--- src/rtl/enc_scheduler.sv ---
// Beat scheduler for an RS encoder: walks codeword positions ENC_SYM_NUM at a time,
// carrying over into the next codeword without a gap and pulling message symbols upstream.
module enc_scheduler #(
    parameter int ENC_SYM_NUM = 8,
    parameter int RS_MES_LEN  = 239,
    parameter int RS_COD_LEN  = 255
) (
    input  logic                               clk,
    input  logic                               rst_n,
    input  logic                               in_valid,
    output logic                               in_ready,
    input  logic                               out_ready,
    output logic                               beat_valid,
    output logic [$clog2(RS_COD_LEN)-1:0]      con_counter,
    output logic [$clog2(ENC_SYM_NUM+1)-1:0]   mes_count,
    output logic                               cw_start,
    output logic                               cw_end,
    output logic [15:0]                        cw_count
);

    localparam int CW = $clog2(RS_COD_LEN);
    localparam int MW = $clog2(ENC_SYM_NUM + 1);
    // Two spare bits so c + ENC_SYM_NUM never overflows before the modulo step.
    localparam int XW = CW + 2;
    localparam logic [XW-1:0] SYM_X = XW'(ENC_SYM_NUM);
    localparam logic [XW-1:0] MES_X = XW'(RS_MES_LEN);
    localparam logic [XW-1:0] COD_X = XW'(RS_COD_LEN);

    typedef enum logic [1:0] {ST_IDLE, ST_MES, ST_PAR} state_t;

    state_t          state_q, state_d;
    logic [CW-1:0]   con_counter_q, con_counter_d;
    logic [15:0]     cw_count_q, cw_count_d;

    logic [XW-1:0]   c_x, end_x, wrap_x, head_x, tail_x, next_x;
    logic            active, fire;

    always_comb begin
        c_x    = XW'(con_counter_q);
        end_x  = c_x + SYM_X;
        wrap_x = end_x - COD_X;
        head_x = '0;
        tail_x = '0;
        if (c_x < MES_X) begin
            head_x = ((MES_X - c_x) > SYM_X) ? SYM_X : (MES_X - c_x);
        end
        // Symbols spilling past the codeword end belong to the next codeword's message.
        if (end_x > COD_X) begin
            tail_x = (wrap_x < MES_X) ? wrap_x : MES_X;
        end
        mes_count = MW'(head_x + tail_x);
        next_x    = (end_x >= COD_X) ? wrap_x : end_x;
    end

    always_comb begin
        active        = (state_q != ST_IDLE);
        beat_valid    = active && ((mes_count == '0) || in_valid);
        in_ready      = active && out_ready && (mes_count != '0);
        cw_start      = active && ((c_x == '0) || (end_x > COD_X));
        cw_end        = active && (end_x >= COD_X);
        fire          = beat_valid && out_ready;
        state_d       = state_q;
        con_counter_d = con_counter_q;
        cw_count_d    = cw_count_q;
        case (state_q)
            ST_IDLE: begin
                if (in_valid) begin
                    state_d = ST_MES;
                end
            end
            default: begin
                if (fire) begin
                    con_counter_d = CW'(next_x);
                    state_d       = (next_x < MES_X) ? ST_MES : ST_PAR;
                    if (cw_end) begin
                        cw_count_d = cw_count_q + 16'd1;
                    end
                end
            end
        endcase
    end

    always_ff @(posedge clk) begin
        if (!rst_n) begin
            state_q       <= ST_IDLE;
            con_counter_q <= '0;
            cw_count_q    <= '0;
        end else begin
            state_q       <= state_d;
            con_counter_q <= con_counter_d;
            cw_count_q    <= cw_count_d;
        end
    end

    assign con_counter = con_counter_q;
    assign cw_count    = cw_count_q;

endmodule

--- config.mk ---
export PLATFORM = sky130hd
export DESIGN_NAME = enc_scheduler
export DESIGN_NICKNAME = d
export VERILOG_FILES = /design/src/rtl/enc_scheduler.sv
export SDC_FILE = /design/constraint.sdc
export NUM_CORES = 1
export LEC_CHECK = 0
export CAP_MARGIN = 20
export CORE_AREA = 10 10 75 77
export CTS_CLUSTER_DIAMETER = 60
export DETAILED_ROUTE_END_ITERATION = 6
export DIE_AREA = 0 0 85 87
export PLACE_DENSITY = 0.79
export SLEW_MARGIN = 10
export SYNTH_ARGS = -nofsm -noshare
export SYNTH_HDL_FRONTEND = slang
export SYNTH_SLANG_ARGS = --single-unit
--- constraint.sdc ---
create_clock -name clk -period 5.3 [get_ports clk]
set_input_delay 1.06 -clock clk [delete_from_list [all_inputs] [get_ports clk]]
set_output_delay 1.06 -clock clk [all_outputs]
set_load 0.02 [all_outputs]
# Word-level counts from Yosys, hierarchy flattened
# Index checks and enable logic that the tools add are counted.
dict set report word_totals {
  ff_bits 26
  latch_bits 0
  ram_bits 0
  romBits 0
  in_bits 4
  out_inout_bits 32
  elab_cells 42
  mem_count 0
}
dict set report classes {
  addsub 5
  mul 0
  div_mod_pow 0
  magnitude_cmp 6
  n_eq_ne 1
  shifts 0
  n_mux 9
  bitwise 1
  reduce_logical 17
}
# cell count
set op_table {}
lappend op_table {{$lt 10x8->1 const B} 2}
lappend op_table {{$add 16x1->16 const B} 1}
lappend op_table {{$mux 4} 4}
lappend op_table {{$gt 10x4->1 const B} 1}
lappend op_table {{$logic_not 10->1} 1}
lappend op_table {{$mux 10} 1}
lappend op_table {{$sub 9x8->10 const B} 1}
lappend op_table {{$add 8x4->9 const B} 1}
lappend op_table {{$ge 9x8->1 const B} 1}
lappend op_table {{$gt 9x8->1 const B} 1}
lappend op_table {{$sub 8x8->9 const A} 1}
lappend op_table {{$lt 8x8->1 const B} 1}
lappend op_table {{$mux 2} 4}
lappend op_table {{$logic_and 1x1->1} 6}
lappend op_table {{$add 4x4->4} 1}
lappend op_table {{$logic_not 4->1} 1}
lappend op_table {{$reduce_and 2->1} 2}
lappend op_table {{$reduce_bool 2->1} 2}
lappend op_table {{$reduce_bool 4->1} 1}
lappend op_table {{$reduce_and 3->1} 1}
lappend op_table {{$logic_not 2->1} 1}
lappend op_table {{$logic_or 1x1->1} 2}
lappend op_table {{$ne 2x2->1 const B} 1}
lappend op_table {{$not 1->1} 1}

# Logic depth before layout (Yosys ltp)
# Gate-level depths: netlist of run 1.
dict set report depth {
  depth_word 12
  ltp_mapped 19
  depth_no_buf 17
}

# Worst setup path after synthesis of run 1
# Ideal clock, no wire load.
dict set report synth_timing {
  kind {register to output}
  startpoint {reg con_counter_q[4], in the netlist con_counter[4]}
  endpoint {out beat_valid}
  arrival_ps 4049
  required_time_ps 4240
  path_slack_ps 191
  stages_incl_launch_ff 17
  path_buffers 3
  cell_sequence {dfxtp_1 inv_1 ha_1 and4b_1 buf_2 nand2_1 nor2_1 ha_1 a211o_1 a21oi_1 ha_1 fa_1 nor3_1 a31oi_4 buf_6 buf_8 nor2_1}
}
dict set report synth_via {
  elab_chain_len 9
  word_cells_on_any_way 15
  cone_classes {add/sub: 4; order compare: 4; mux: 4; reduce/logical: 3}
}
# item line_no
set synth_lines {}
lappend synth_lines {{start: declaration} 32} ;# logic [CW-1:0] con_counter_q, con_counter_d;
lappend synth_lines {{start signal: assignment} 90} ;# con_counter_q <= con_counter_d;
lappend synth_lines {{$add 8x4->9} 40} ;# end_x = c_x + SYM_X;
lappend synth_lines {{$sub 9x8->10} 41} ;# wrap_x = end_x - COD_X;
lappend synth_lines {{$lt 10x8->1} 49} ;# tail_x = (wrap_x < MES_X) ? wrap_x : MES_X;
lappend synth_lines {{$mux 4} 49}
lappend synth_lines {{$mux 4} 48} ;# if (end_x > COD_X) begin
lappend synth_lines {{$add 4x4->4 (*)} 51} ;# mes_count = MW'(head_x + tail_x);
lappend synth_lines {{net mes_count[1]} 15} ;# output logic [$clog2(ENC_SYM_NUM+1)-1:0] mes_count,
lappend synth_lines {{$logic_not 4->1 (*)} 57} ;# beat_valid = active && ((mes_count == '0) || in_valid);
lappend synth_lines {{$logic_or 1x1->1 (*)} 57}
lappend synth_lines {{$logic_and 1x1->1 (*)} 57}
lappend synth_lines {{end: declaration} 13} ;# output logic beat_valid,
# The timed path passes the listed nets; every way through them passes the cells marked *.

# Final worst setup path of run 1
dict set report layout_timing {
  startpoint {reg con_counter_q[4], in the netlist con_counter[4]}
  endpoint {out mes_count[3]}
}
dict set report layout_via {
  elab_chain_len 6
  word_cells_on_any_way 12
  cone_classes {add/sub: 4; order compare: 4; mux: 4}
}
# item line_no
set layout_lines {}
lappend layout_lines {{$add 8x4->9} 40}
lappend layout_lines {{$sub 9x8->10} 41}
lappend layout_lines {{$lt 10x8->1} 49}
lappend layout_lines {{$mux 4} 49}
lappend layout_lines {{$mux 4} 48}
lappend layout_lines {{$add 4x4->4 (*)} 51}
lappend layout_lines {{end: declaration} 15}
# Mark *: on every way between the ends. The rest lies on a longest branch, timed or not.

==> summary.md, run 1 <==
| Metric | Value |
|---|---|
| Grt total ovfl | `0` |
| Final Max Slew Viols | `0` |
| Fill cells | `380` |
| Layout Nets | `327` |
| Total area of sequential cells | `523.0 um^2` |
| Minimum clock period | `5.073 ns` |
| Fin crit share | `95.71%` |
| Mux contribution to synthesized area | `2.291%` |
| Pleak | `0.9401 nW` |
| Top Ports | `36` |
| Final Instance Area | `0.002650 mm^2` |
| Post-Synthesis Cell Area | `0.002185 mm^2` |
| H-tree levels | `1` |
| CP max-delay cell | `clkdlybuf4s50_1` |
| Setup TNS | `0 ns` |
| Via count | `2247` |
| First-pass GRT wire length | `9908 um` |
| Cell family with most CP delay | `simple AND/OR/NAND/NOR gates` |
| Die width | `85 um` |
| Initial antenna violation count | `0` |
| GRT Total Usage | `15.47%` |
| Clock transition at path regs | `0.09 ns` |
| Worst Path Required | `4.24 ns` |
| Largest family of logic cells by synthesized area | `compound AO/OA/AOI/OAI gates` |
| FF+latch count, synth | `26` |
| Worst vdd ir | `109.8 uV` |
| Vias/cell | `6.277` |
| Root Buffer | `clkbuf_8` |
| Adder-Cell Fraction of Synth Area | `9.507%` |
| Placement row count | `24` |
| Worst Path Buf+Inv | `2` |
| Final ANT Viol Nets | `0` |
| Residual DRC | `0` |
| Share of synthesized registers carrying an async set or reset | `0%` |
| Relative slew margins | `45.81%` |
| Number of placed cells counting well taps | `354` |
| Maximum fanout along the worst path | `10` |
| Sw frac | `24.30%` |
| DPL Wire Length | `4406 um` |
| Post-synth cell types | `60` |
| CTS tree | `built` |
| CTS buffer count | `3` |
| DRT Pass-1 Iters | `4` |
| Routability cong. | `0.9155` |
| Final Hold Vio Count | `0` |
| Clock power share | `34.4%` |
| Simple-Gate Fraction of Synth Area | `23.31%` |
| IO buf count | `35` |
| Crit. End Element | `output port` |
| Post-Syn Nets | `292` |
| Wire per inst | `16.32 um` |
| Cell count after synthesis | `272` |
| Area grow syn2layout | `21.31%` |
| Share of the synthesized area in the top cell type | `23.83%` |
| Actual slew at the worst max-slew pin | `0.7902 ns` |
| Tot Pwr | `0.3674 mW` |
| Full die area | `0.007395 mm^2` |
| Setup CP Type | `reg2out` |
| Largest net degree at the start of global routing | `25` |
| Max cap viols | `0` |
| Achievable frequency | `197.1 MHz` |
| Area post-placement | `0.002579 mm^2` |
| Clock Sinks | `26` |
| Post-synth EDFFs | `0` |
| Compound-Gate Fraction of Synth Area | `29.90%` |
| DR iter-0 viols | `155` |
| Layout cells sized above 1 | `10.46%` |
| Post-CTS Setup Bufs | `0` |
| Sequential Power Share | `54.4%` |
| P per Cell Area | `138.6 mW/mm^2` |
| Psw | `0.08927 mW` |
| Initial Util | `51.60%` |
| Fin util | `62.59%` |
| Crit-path most repeated cell | `ha_1` |
| Gate power share | `11.2%` |
| Post-Route WL | `5844 um` |
| Synth Area in XOR/XNOR | `3.666%` |
| Die H | `87 um` |
| N_diodes | `0` |
| Maximum clock path buffer count | `2` |
| Critical path startpoint category | `flip-flop` |
| Vias in the first global route | `2169` |
| Yosys top cell by area | `dfxtp_1` |
| CTS Hold Bufs | `0` |
| Clock Latency Late Sink | `0.27 ns` |
| Ys flop type | `dfxtp_1` |
| Clock skew | `0.001953 ns` |
| Multi-input gate area | `0.001513 mm^2` |
| CP peak stage delay | `0.60 ns` |
| Crit path cell chain | `inv_1 -> ha_1 -> and4b_1 -> nand2_1 -> nor2_1 -> ha_1 -> a211o_1 -> a21oi_2 -> ha_1 -> a21o_1 -> a21oi_1 -> nor3_1 -> or3_4 -> nand2_1 -> clkdlybuf4s50_1` |
| Pint | `0.2781 mW` |
| Seq/Total Area, Yosys | `23.83%` |
| Post-Syn Area per Cell | `8.032 um^2` |
| Final setup vio count | `0` |
| Non-Filler Instances | `358` |
| Warnings, synthesis | `0` |
| Top cells by area, synth | `dfxtp_1 (24%), ha_1 (8.6%), a21oi_1 (7.6%)` |
| Core ar. | `0.004234 mm^2` |
| Status | `complete, no violations` |
| Crit path DAT | `4.01 ns` |
| Worst Hold Class | `reg2reg` |
| RSZ-0062 raised after global routing | `false` |
==> worst min-delay path: stages (launching register included) <==
cell and delay (ns):
dfxtp_1 0.32, o21ai_0 0.08, a21oi_1 0.07
==> final timing paths <==
path	start	end	slack, ns	depth (start not counted)
max	con_counter[4]	mes_count[3]	0.23	15
min	state_q[0]	state_q[0]	0.50	2
max reg2reg	con_counter[4]	state_q[1]	1.01	17
min reg2reg	state_q[0]	state_q[0]	0.50	2
==> flip-flops by register name, summed over array words and instances, names as in the netlist <==
signal,count
cw_count,16
con_counter,8
state_q,2
==> logic make-up after synthesis <==
logic type,Yosys count
compound gates,92
fa+ha+maj,16
buf+inv,33
mux,5
xor+xnor,7
flops,26
simple gates,93
==> cells in the mapped netlist, types with 2 or more instances <==
cell / number
o221ai_1: 2
mux2i_1: 5
o31ai_1: 8
xnor2_1: 3
ha_1: 15
buf_2: 2
a31oi_1: 3
and3_1: 2
and3b_1: 2
nand4_1: 3
buf_6: 2
a41o_1: 7
a21oi_1: 33
or4_1: 6
nand2b_1: 5
nor2_1: 14
a31o_2: 2
nand2_1: 21
nor3_1: 7
buf_4: 3
a21boi_0: 2
o21ai_1: 2
o2111ai_1: 7
and2_1: 4
inv_1: 18
xor2_1: 3
clkbuf_1: 6
nand3_1: 13
dfxtp_1: 26
a21o_1: 3
o21ai_0: 9
or3_1: 2
nor4_1: 4
nor2b_1: 2
==> timing repair <==
item | CTS | global route
pin swaps | 0 | 0
setup endpoints to repair | 2 | 2
gates resized for setup | 3 | 5
==> power groups by stage <==
stage	Clock, mW	Combinational [mW]	Sequential, mW
global route	0.135	0.0454	0.200
finish	0.126	0.0411	0.200
global placement	0	0.0411	0.204
floorplan	0	0.0275	0.204
detailed placement	0	0.0413	0.204
CTS	0.129	0.0413	0.200
==> layout make-up <==
type	instances	area share (%)
clock buffers	4	2.077
inverters	18	2.550
multi-input cells	213	57.08
flip-flops and latches	26	19.74
well taps	52	2.455
repair buffers	45	16.10
==> cell usage in the layout, fill, tap and decap left out, types with 2 or more instances in the layout <==
| cell type | count |
|---|---|
| a21boi_0 | 2 |
| a21o_1 | 3 |
| a21oi_1 | 32 |
| a31o_2 | 2 |
| a31oi_1 | 3 |
| a41o_1 | 7 |
| and2_1 | 4 |
| and3_1 | 2 |
| and3b_1 | 2 |
| buf_4 | 10 |
| clkbuf_8 | 4 |
| clkdlybuf4s50_1 | 33 |
| dfxtp_1 | 24 |
| dfxtp_2 | 2 |
| ha_1 | 14 |
| inv_1 | 18 |
| mux2i_1 | 5 |
| nand2_1 | 21 |
| nand2b_1 | 5 |
| nand3_1 | 13 |
| nand4_1 | 3 |
| nor2_1 | 13 |
| nor2b_1 | 2 |
| nor3_1 | 7 |
| nor4_1 | 4 |
| o2111ai_1 | 7 |
| o21ai_0 | 9 |
| o221ai_1 | 2 |
| o31ai_1 | 8 |
| or3_1 | 2 |
| or4_1 | 6 |
| xnor2_1 | 3 |
| xor2_1 | 3 |
==> metrics by stage <==
| stage | setup slack, ns | hold WS [ns] |
|---|---|---|
| 3_5_place_dp | 0.1787 | 0.4857 |
| 4_1_cts | 0.08047 | 0.5016 |
| 6_report | 0.2275 | 0.5034 |
| 5_1_grt | 0.009732 | 0.5370 |
| 2_1_floorplan | 0.1910 | 0.4544 |
| 3_3_place_gp | 0.2384 | 0.4674 |
==> metal layers <==
metal  track usage [%]  vias up  wire length (um)
met3             3.371        8               463
met1             18.78     1058              2442
met5                 0        -                 0
li1                  -     1101                 -
met4             6.287        0               112
met2             25.75       80              2825
No activity file was read; power rests on OpenSTA's default activity.
==> run 2: changes to the inputs <==
- SLEW_MARGIN: 10 -> 30
==> results of run 2 <==
Same layout as run 1: the final DEF is identical, and so are final timing and power.
==> run 3: changes to the inputs <==
- GPL_ROUTABILITY_DRIVEN: default -> 0
==> results of run 3 <==
Same layout as run 1: the final DEF is identical, and so are final timing and power.
